==> config.mk <==
export PLATFORM = sky130hd
export DESIGN_NAME = imem_loader
export DESIGN_NICKNAME = d
export VERILOG_FILES = /design/src/rtl/imem_loader.sv
export SDC_FILE = /design/constraint.sdc
export NUM_CORES = 1
export LEC_CHECK = 0
export CORE_UTILIZATION = 43
export DETAILED_ROUTE_END_ITERATION = 12
export GPL_TIMING_DRIVEN = 0
export PLACE_DENSITY = 0.68
export SLEW_MARGIN = 25
export SYNTH_ARGS = -nofsm -noshare
export SYNTH_HDL_FRONTEND = slang
export SYNTH_SLANG_ARGS = --single-unit
==> constraint.sdc <==
create_clock -name clk -period 3.9 [get_ports clk]
set_input_delay 0.78 -clock clk [delete_from_list [all_inputs] [get_ports clk]]
set_output_delay 0.78 -clock clk [all_outputs]
set_load 0.02 [all_outputs]
==> src/rtl/imem_loader.sv <==
// Boot loader: assembles a byte stream into 16-bit words, writes them to instruction
// memory, verifies an XOR checksum and holds the processor in reset until a good load.
module imem_loader #(
   parameter int unsigned ADDR_W = 3,
   parameter int unsigned DEPTH  = 8
) (
   input  logic              clk,
   input  logic              rst,
   input  logic              start,
   input  logic              in_valid,
   input  logic [7:0]        in_data,
   output logic              in_ready,
   output logic              wr_en,
   output logic [ADDR_W-1:0] wr_addr,
   output logic [15:0]       wr_data,
   output logic              cpu_rst,
   output logic              done,
   output logic              err
);

   localparam logic [ADDR_W-1:0] LAST_ADDR = ADDR_W'(DEPTH - 1);

   typedef enum logic [2:0] {
      S_IDLE,
      S_HI,
      S_LO,
      S_WRITE,
      S_CHK,
      S_DONE,
      S_ERR
   } state_t;

   state_t            r_state;
   state_t            w_state_nx;
   logic [ADDR_W-1:0] r_cnt;
   logic [7:0]        r_hi;
   logic [7:0]        r_chk;
   logic              w_hs;

   assign w_hs = in_valid & in_ready;

   // State register
   always_ff @(posedge clk or posedge rst) begin
      if (rst) r_state <= S_IDLE;
      else     r_state <= w_state_nx;
   end

   // Next-state logic
   always_comb begin
      w_state_nx = r_state;
      case (r_state)
         S_IDLE, S_DONE, S_ERR: if (start) w_state_nx = S_HI;
         S_HI:    if (w_hs) w_state_nx = S_LO;
         S_LO:    if (w_hs) w_state_nx = S_WRITE;
         S_WRITE: w_state_nx = (r_cnt == LAST_ADDR) ? S_CHK : S_HI;
         S_CHK:   if (w_hs) w_state_nx = (in_data == r_chk) ? S_DONE : S_ERR;
         default: w_state_nx = S_IDLE;
      endcase
   end

   // Datapath: word counter, high byte, running checksum and write payload
   always_ff @(posedge clk or posedge rst) begin
      if (rst) begin
         r_cnt   <= '0;
         r_hi    <= '0;
         r_chk   <= '0;
         wr_addr <= '0;
         wr_data <= '0;
      end else begin
         case (r_state)
            S_IDLE, S_DONE, S_ERR: begin
               if (start) begin
                  r_cnt <= '0;
                  r_chk <= '0;
               end
            end
            S_HI: begin
               if (w_hs) begin
                  r_hi  <= in_data;
                  r_chk <= r_chk ^ in_data;
               end
            end
            S_LO: begin
               if (w_hs) begin
                  wr_data <= {r_hi, in_data};
                  wr_addr <= r_cnt;
                  r_chk   <= r_chk ^ in_data;
               end
            end
            S_WRITE: begin
               if (r_cnt != LAST_ADDR) r_cnt <= r_cnt + ADDR_W'(1);
            end
            default: ;
         endcase
      end
   end

   // Status outputs registered from the next state so they track the FSM exactly
   always_ff @(posedge clk or posedge rst) begin
      if (rst) begin
         in_ready <= 1'b0;
         wr_en    <= 1'b0;
         cpu_rst  <= 1'b1;
         done     <= 1'b0;
         err      <= 1'b0;
      end else begin
         in_ready <= (w_state_nx == S_HI) || (w_state_nx == S_LO) || (w_state_nx == S_CHK);
         wr_en    <= (w_state_nx == S_WRITE);
         cpu_rst  <= (w_state_nx != S_DONE);
         done     <= (w_state_nx == S_DONE);
         err      <= (w_state_nx == S_ERR);
      end
   end

endmodule

Yosys cells after proc, flatten, opt, wreduce, memory -nomap -nowiden
Index checks and enable logic that the tools add are counted.
{"block": "word_totals", "register_bits": 46, "in_bits": 12, "word_cells": 57}
{"block": "op_classes", "n_addsub": 1, "eq_ne": 19, "n_mux": 13, "bitwise": 2, "n_reduce_logical": 11}
{"op": "equality test 3 bit, second input constant", "count": 7}
{"op": "2-to-1 mux 3 bit", "count": 7}
{"op": "2-to-1 mux 8 bit", "count": 2}
{"op": "one-hot mux 8 bit (2 select lines)", "count": 1}
{"op": "one-hot mux 3 bit (5 select lines)", "count": 1}
{"op": "equality test 3 x 2 -> 1 bit, second input constant", "count": 4}
{"op": "equality test 8 bit", "count": 1}
{"op": "bitwise XOR 8 bit", "count": 1}
{"op": "equality test 3 x 1 -> 1 bit, second input constant", "count": 2}
{"op": "!= test 3 bit, second input constant", "count": 2}
{"op": "one-hot mux 3 bit (2 select lines)", "count": 1}
{"op": "AND reduction 3 bit", "count": 2}
{"op": "!= test 2 bit, second input constant", "count": 2}
{"op": "AND reduction 2 bit", "count": 2}
{"op": "nonzero test 2 bit", "count": 2}
{"op": "adder 3 x 1 -> 3 bit, second input constant", "count": 1}
{"op": "logical NOT 3 bit", "count": 1}
{"op": "OR reduction 3 bit", "count": 1}
{"op": "logical OR 1 bit", "count": 2}
{"op": "2-to-1 mux 2 bit", "count": 1}
{"op": "!= test 2 x 1 -> 1 bit, second input constant", "count": 1}
{"op": "OR reduction 2 bit", "count": 1}
{"op": "bitwise AND 1 bit", "count": 1}

Longest topological paths before layout
{"block": "depth", "depth_word": 7, "ltp_mapped": 6}

Least setup slack after synthesis
No wires, ideal clock.
{"block": "synth_path", "kind": "in2reg", "startpoint": "input port in_valid", "endpoint": "register done", "arrival_time_ns": 1.793, "slack_ns": 2.042, "path_stages": 4, "cell_sequence": "nand2_1 or3_1 nor4_1 o211a_1"}
{"block": "synth_via", "elab_chain_cells": 4, "word_cells_on_any_way": 6, "classes_between": "eq/ne (1); mux (4); bitwise (1)"}
{"item": "start, declared", "line_no": "10", "rtl": "input logic in_valid,"}
{"item": "bitwise AND 1 bit (*)", "line_no": "40", "rtl": "assign w_hs = in_valid & in_ready;"}
{"item": "2-to-1 mux 3 bit, on equally long branches", "line_no": "56, 53, 54"}
{"item": "one-hot mux 3 bit (5 select lines) (*)", "line_no": "51", "rtl": "case (r_state)"}
{"item": "equality test 3 bit (*)", "line_no": "110", "rtl": "done <= (w_state_nx == S_DONE);"}
{"item": "end signal, assigned", "line_no": "110"}
{"item": "end, declared", "line_no": "17", "rtl": "output logic done,"}
Every way passes the cells marked *; elsewhere a longest branch is shown, timed or not.
A chain may end at the register's enable or synchronous reset.

Final worst setup path
{"block": "layout_path", "startpoint": "input port start", "endpoint": "register r_chk[2]"}
{"block": "layout_via", "elab_chain_cells": 2}
{"item": "start, declared", "line_no": "9", "rtl": "input logic start,"}
{"item": "!= test 2 bit (no line)"}
{"item": "AND reduction 3 bit (no line)"}
{"item": "end signal, assigned", "line_no": "80", "rtl": "r_chk <= r_chk ^ in_data;"}
{"item": "end signal, assigned", "line_no": "87", "rtl": "r_chk <= r_chk ^ in_data;"}
{"item": "end, declared", "line_no": "37", "rtl": "logic [7:0] r_chk;"}
Every way passes these cells.

==> impl_metrics.yaml <==
yosys:
  ys_types: 43
  netlist_area_sq_um: 2145
  ys_warn_count: 0
  async_flop_share: 1.000
  netlist_instances: 181
  ys_seq_elements: 46
  synthesis.nets: 195
  avgSynthCellArea_sq_um: 11.85
  synth_edf_count: 0
  synthFlopType: "dfrtp_1"
  yosysSeqAreaShare: 0.5373
timing:
  max_freq_mhz: 406.4
  skew_ns: 0.005970
  finalHoldViolCount: 0
  rsz0062_at_grt: "no"
  fin_crit_sh: 0.6310
  setup_viol: 0
  tns_ns: 0
  worst_pin_slew_ns: 0.7264
  min_period_ns: 2.461
  relSlewSlack: 0.5091
  slew_violations: 0
cts:
  numCtsBuffers: 5
  cts_buffer_depth: 2
  cts_root_buffer: "clkbuf_8"
  cts_max_level: 2
  hold_buffers: 0
  post_cts_buffers: 0
  post_cts_resized: 0
  clk_pin_slew_ns: 0.08
  cts_tree: "built"
  clk_latency_ns: 0.30
  clock-sinks: 46
critical_path:
  worstSetupEndpointType: "flop"
  cp_slowest_cell: "clkdlybuf4s50_1"
  r2r_setup_slack_ns: 1.97
  reg2reg_depth: 6
  r2r_start: "r_cnt[0]"
  crit_path_max_incr_delay_ns: 0.57
  r2r_end: "done"
  critPathArrivalTime_ns: 2.68
  crit_start: "start"
  path_max_fanout: 9
  startpoint_type: "primary input"
  critPathKind: "in -> reg"
  cp.required_ns: 4.12
  cp_cell_sequence: "clkdlybuf4s50_1 -> nor2b_1 -> nand2_1 -> a211o_1 -> o22ai_1"
global_routing:
  grt_pass1_vias: 1478
  grt_first_pass_wirelength_um: 7286
  grt_overflow: 0
  grt_util_all_layers: 0.1845
  grt_max_degree: 33
  antenna_found_initial: 0
route:
  drt_pass1_iterations: 4
  num_vias: 1535
  routed_wirelength_um: 4380
  route.met3.wl_um: 170
  drt-initial-drc-count: 110
  wl_per_cell_um: 15.00
  wl_met1_um: 2092
  top_layer: "met4"
  ant_nets: 0
  drc_errors: 0
  vias_per_cell: 5.257
  met2_length_um: 2047
power:
  finalPower_w: 0.002104
  peakVddDrop_v: 0.0004254
  p_leak_nw: 1.157
  p_per_area_nw_per_um2: 776.7
final_layout:
  drive_gt1_frac: 0.2178
  final_cell_mix: "dfrtp_1 (45), clkdlybuf4s50_1 (35), mux2_2 (29), a21oi_1 (12)"
  final_common_cell: "dfrtp_1"
  final_util: 0.5697
  fillers: 420
  syn2layout_area_growth_pct: 26.31
  nNetsFinal: 238
  diodes: 0
floorplanning:
  placementRows: 25
  die-area_sq_um: 5274
  fp.dieW_um: 72.62
  initial_utilization: 0.4511
  ios: 36
  fp.dieH_um: 72.62
  placeableCoreArea_sq_um: 4755
status:
  status: "finished, final reports clean"
place:
  routabilityCongestion: 0.8263
  numPortBuffers: 35
  hpwlAfterDp_um: 3088
worst_hold_path:
  hold_path_class: "reg -> reg"
  hold_end: "wr_data[13]"
  worst_hold_startpoint: "r_hi[5]"
  hold_depth: 1
run:
  cap_violations: 0
==> how the worst max path moves through the flow <==
stage,cells past startpoint,to
after floorplan,1,done
after global placement,2,r_chk[3]
after detailed placement,5,r_chk[0]
after CTS,5,r_chk[0]
after global routing,5,r_chk[0]
final,5,r_chk[2]
==> report_power, final <==
group / total [W] / switching [W] / internal [W]
clock network: 0.000353 / 0.000162 / 0.000191
registers: 0.000778 / 0.000108 / 0.000670
logic: 0.000973 / 0.000482 / 0.000490
total: 0.00210 / 0.000752 / 0.00135
==> metal layers <==
layer	vias to the layer above	GRT usage
li1	738	-
met2	37	0.2731
met1	752	0.2658
met5	-	0
met4	0	0.06318
met3	8	0.04420
==> stage by stage <==
stage	cells	instance area, sq um	worst slack (ns)	hold WS [ns]
floorplan	181	2145	2.034	0.4750
CTS	292	2709	1.473	0.5131
global route	292	2709	1.304	0.5260
global placement	283	2579	1.116	0.4856
finish	292	2709	1.439	0.5073
detailed placement	284	2599	1.160	0.4870
==> layout make-up <==
| type | instances | area, sq um | area share |
|---|---|---|---|
| Clock inverter | 2 | 37.54 | 0.01386 |
| Timing Repair Buffer | 36 | 370.4 | 0.1367 |
| Tap cell | 67 | 83.83 | 0.03095 |
| Inverter | 11 | 41.29 | 0.01524 |
| Sequential cell | 46 | 1152 | 0.4254 |
| Multi-Input combinational cell | 116 | 898.4 | 0.3316 |
| Buffer | 8 | 52.55 | 0.01940 |
| Clock buffer | 6 | 72.57 | 0.02679 |
==> state kept, by name, indices dropped and copies added (netlist names) <==
signal and count:
done 1, wr_addr 3, r_state 3, wr_data 16
r_hi 8, wr_en 1, err 1, cpu_rst 1
r_cnt 3, in_ready 1, r_chk 8
==> synthesized netlist by cell type (2+ instances only) <==
cell	count	area [sq um]
buf_2	3	15.01
inv_1	10	37.54
nand4_1	2	12.51
nor3_1	9	45.04
a22o_1	2	17.52
nand2b_1	7	43.79
nor2_1	2	7.510
clkbuf_1	2	7.510
mux2_2	29	326.6
nor2b_1	2	12.51
o21ai_0	4	20.02
ha_1	2	25.02
dfrtp_1	45	1126
xnor2_1	5	43.79
nand2_1	9	33.78
buf_6	2	22.52
o2111ai_1	2	17.52
a21oi_1	12	60.06
o22ai_1	8	50.05
==> worst max-delay path: cells and delay by family <==
kind	cells	cell delay (ns)
AO/OA/AOI/OAI	2	0.72
AND/OR/NAND/NOR	2	0.60
buffers and inverters	1	0.57
==> cells by family (layout without fill, tap and decap cells) <==
family          count (synthesis)  in the layout  synth area share
mux                            29             29            0.1523
compound gates                 37             37            0.1103
simple gates                   41             41            0.1120
xor+xnor                        6              6           0.02801
buf+inv                        19             63           0.04376
fa+ha+maj                       3              3           0.01633
flops                          46             46            0.5373
Note: power is estimated with default switching activity, not from simulation.
==> RTL edit (same settings) <==
Change the parameter `ADDR_W` from 3 to 2.
--- a/src/rtl/imem_loader.sv
+++ b/src/rtl/imem_loader.sv
@@ -1,7 +1,7 @@
 // Boot loader: assembles a byte stream into 16-bit words, writes them to instruction
 // memory, verifies an XOR checksum and holds the processor in reset until a good load.
 module imem_loader #(
-   parameter int unsigned ADDR_W = 3,
+   parameter int unsigned ADDR_W = 2,
    parameter int unsigned DEPTH  = 8
 ) (
    input  logic              clk,
Ports: changed (resized wr_addr); port bits go from 36 to 35. The function was not compared with the original's and may differ.
==> RTL edit against the unedited design <==
  * Final area fell by 1.7%
  * Synthesized cell count fell by 3.3%
  * Setup slack improved by 24 ps
  * Synthesized area fell by 1.8%
  * Sequential cell count fell by 2
  * Total power fell by 2.1%
  * Critical path depth did not move
  * Routed wire length fell by 6.7%
==> RTL edit: results <==
pwr:
  powerSeq_uw: 755
  leakagePower_nw: 1.14
  p_comb_share_pct: 45.4
  vdd_drop_max_mv: 0.374
  p_sw_uw: 733
cells_and_area:
  instances_no_fill: 284
  buffers: 42
  seq_cells: 44
  regArea_mm2: 0.00110
  fin_nets: 229
  diodes: 0
  fillers: 406
  n_all_inverters: 2
  multi_input_area_um2: 956
  fin_util_pct: 56.4
  clk_share_pct: 4.56
  nClkBuffers: 6
  multi_input_gates: 121
  drive_gt1_share_pct: 22.6
  buffer_area_share_pct: 14.7
setup_path:
  crit_type: "in2reg"
  arrival_ps: 2630
  r2r-end: "wr_data[0]"
  cp_max_fo: 10
  reg2reg_setup_slack_ps: 1930
  r2r_start: "r_state[2]"
  crit_start: "in_valid"
  reg2reg_depth: 5
grt:
  grt_pass1_vias: 1463
  grt_util_all_layers_pct: 17.3
  grt_pass1_wl_um: 6840
placed_design:
  hpwl_um: 2790
  place_ws_ps: 1100
  place.gp.congestion: 0.849
  placed_cell_area_mm2: 0.00254
  portBuffers: 33
synth:
  avgSynthCellArea_um2: 12.0
  yosys-top-cells-count: "dfrtp_1 (43), mux2_2 (25), nor2b_1 (11)"
  ys_seq_area_share_pct: 52.3
  yosysUniqueCellTypes: 37
  postSynthNetCount: 188
  yosys-top-cells-area: "dfrtp_1 (51%), mux2_2 (13%), a22o_1 (3.3%)"
route:
  routed_wl_um: 4090
  drtPass1Iterations: 4
  via_per_inst: 5.20
  first_iter_violations: 139
clock_network:
  insertion_delay_ps: 300
  cts_resized: 0
  htree_levels: 2
worst_hold_path:
  min_from: "wr_addr[0]"
  min_to: "wr_addr[0]"
  hp-class: "reg2reg"
timing:
  clock_skew_ps: 5.36
  max_freq_mhz: 410
  max-slew-margin-rel_pct: 54.8
status:
  status: "complete, no violations"
[RTL edit: kinds of logic (layout without fill, tap and decap cells)]
| group | count (synthesis) | count (layout) | synth area share, % |
|---|---|---|---|
| fa+ha+maj | 1 | 1 | 0.594 |
| compound gates | 38 | 38 | 12.5 |
| xor+xnor | 7 | 7 | 2.91 |
| simple gates | 48 | 48 | 15.0 |
| buf+inv | 10 | 52 | 2.32 |
| mux | 27 | 27 | 14.4 |
| flops | 44 | 44 | 52.3 |
[RTL edit: worst max-delay path, delay by kind of cell]
| kind | cells | cell delay [ps] |
|---|---|---|
| buf+inv | 2 | 870 |
| simple gates | 2 | 620 |
| mux | 1 | 350 |
[RTL edit: layer usage]
layer,share of wire (%),global-route usage (%)
met4,1.2,5.88
met3,3.4,4.31
met1,49,23.7
met5,0,0
met2,46,27.0
[RTL edit: stage by stage]
stage	hold WS, ps	total power, mW
floorplan	475	1.38
global placement	472	1.69
detailed placement	486	1.70
CTS	506	2.08
global route	525	2.19
finish	496	2.06
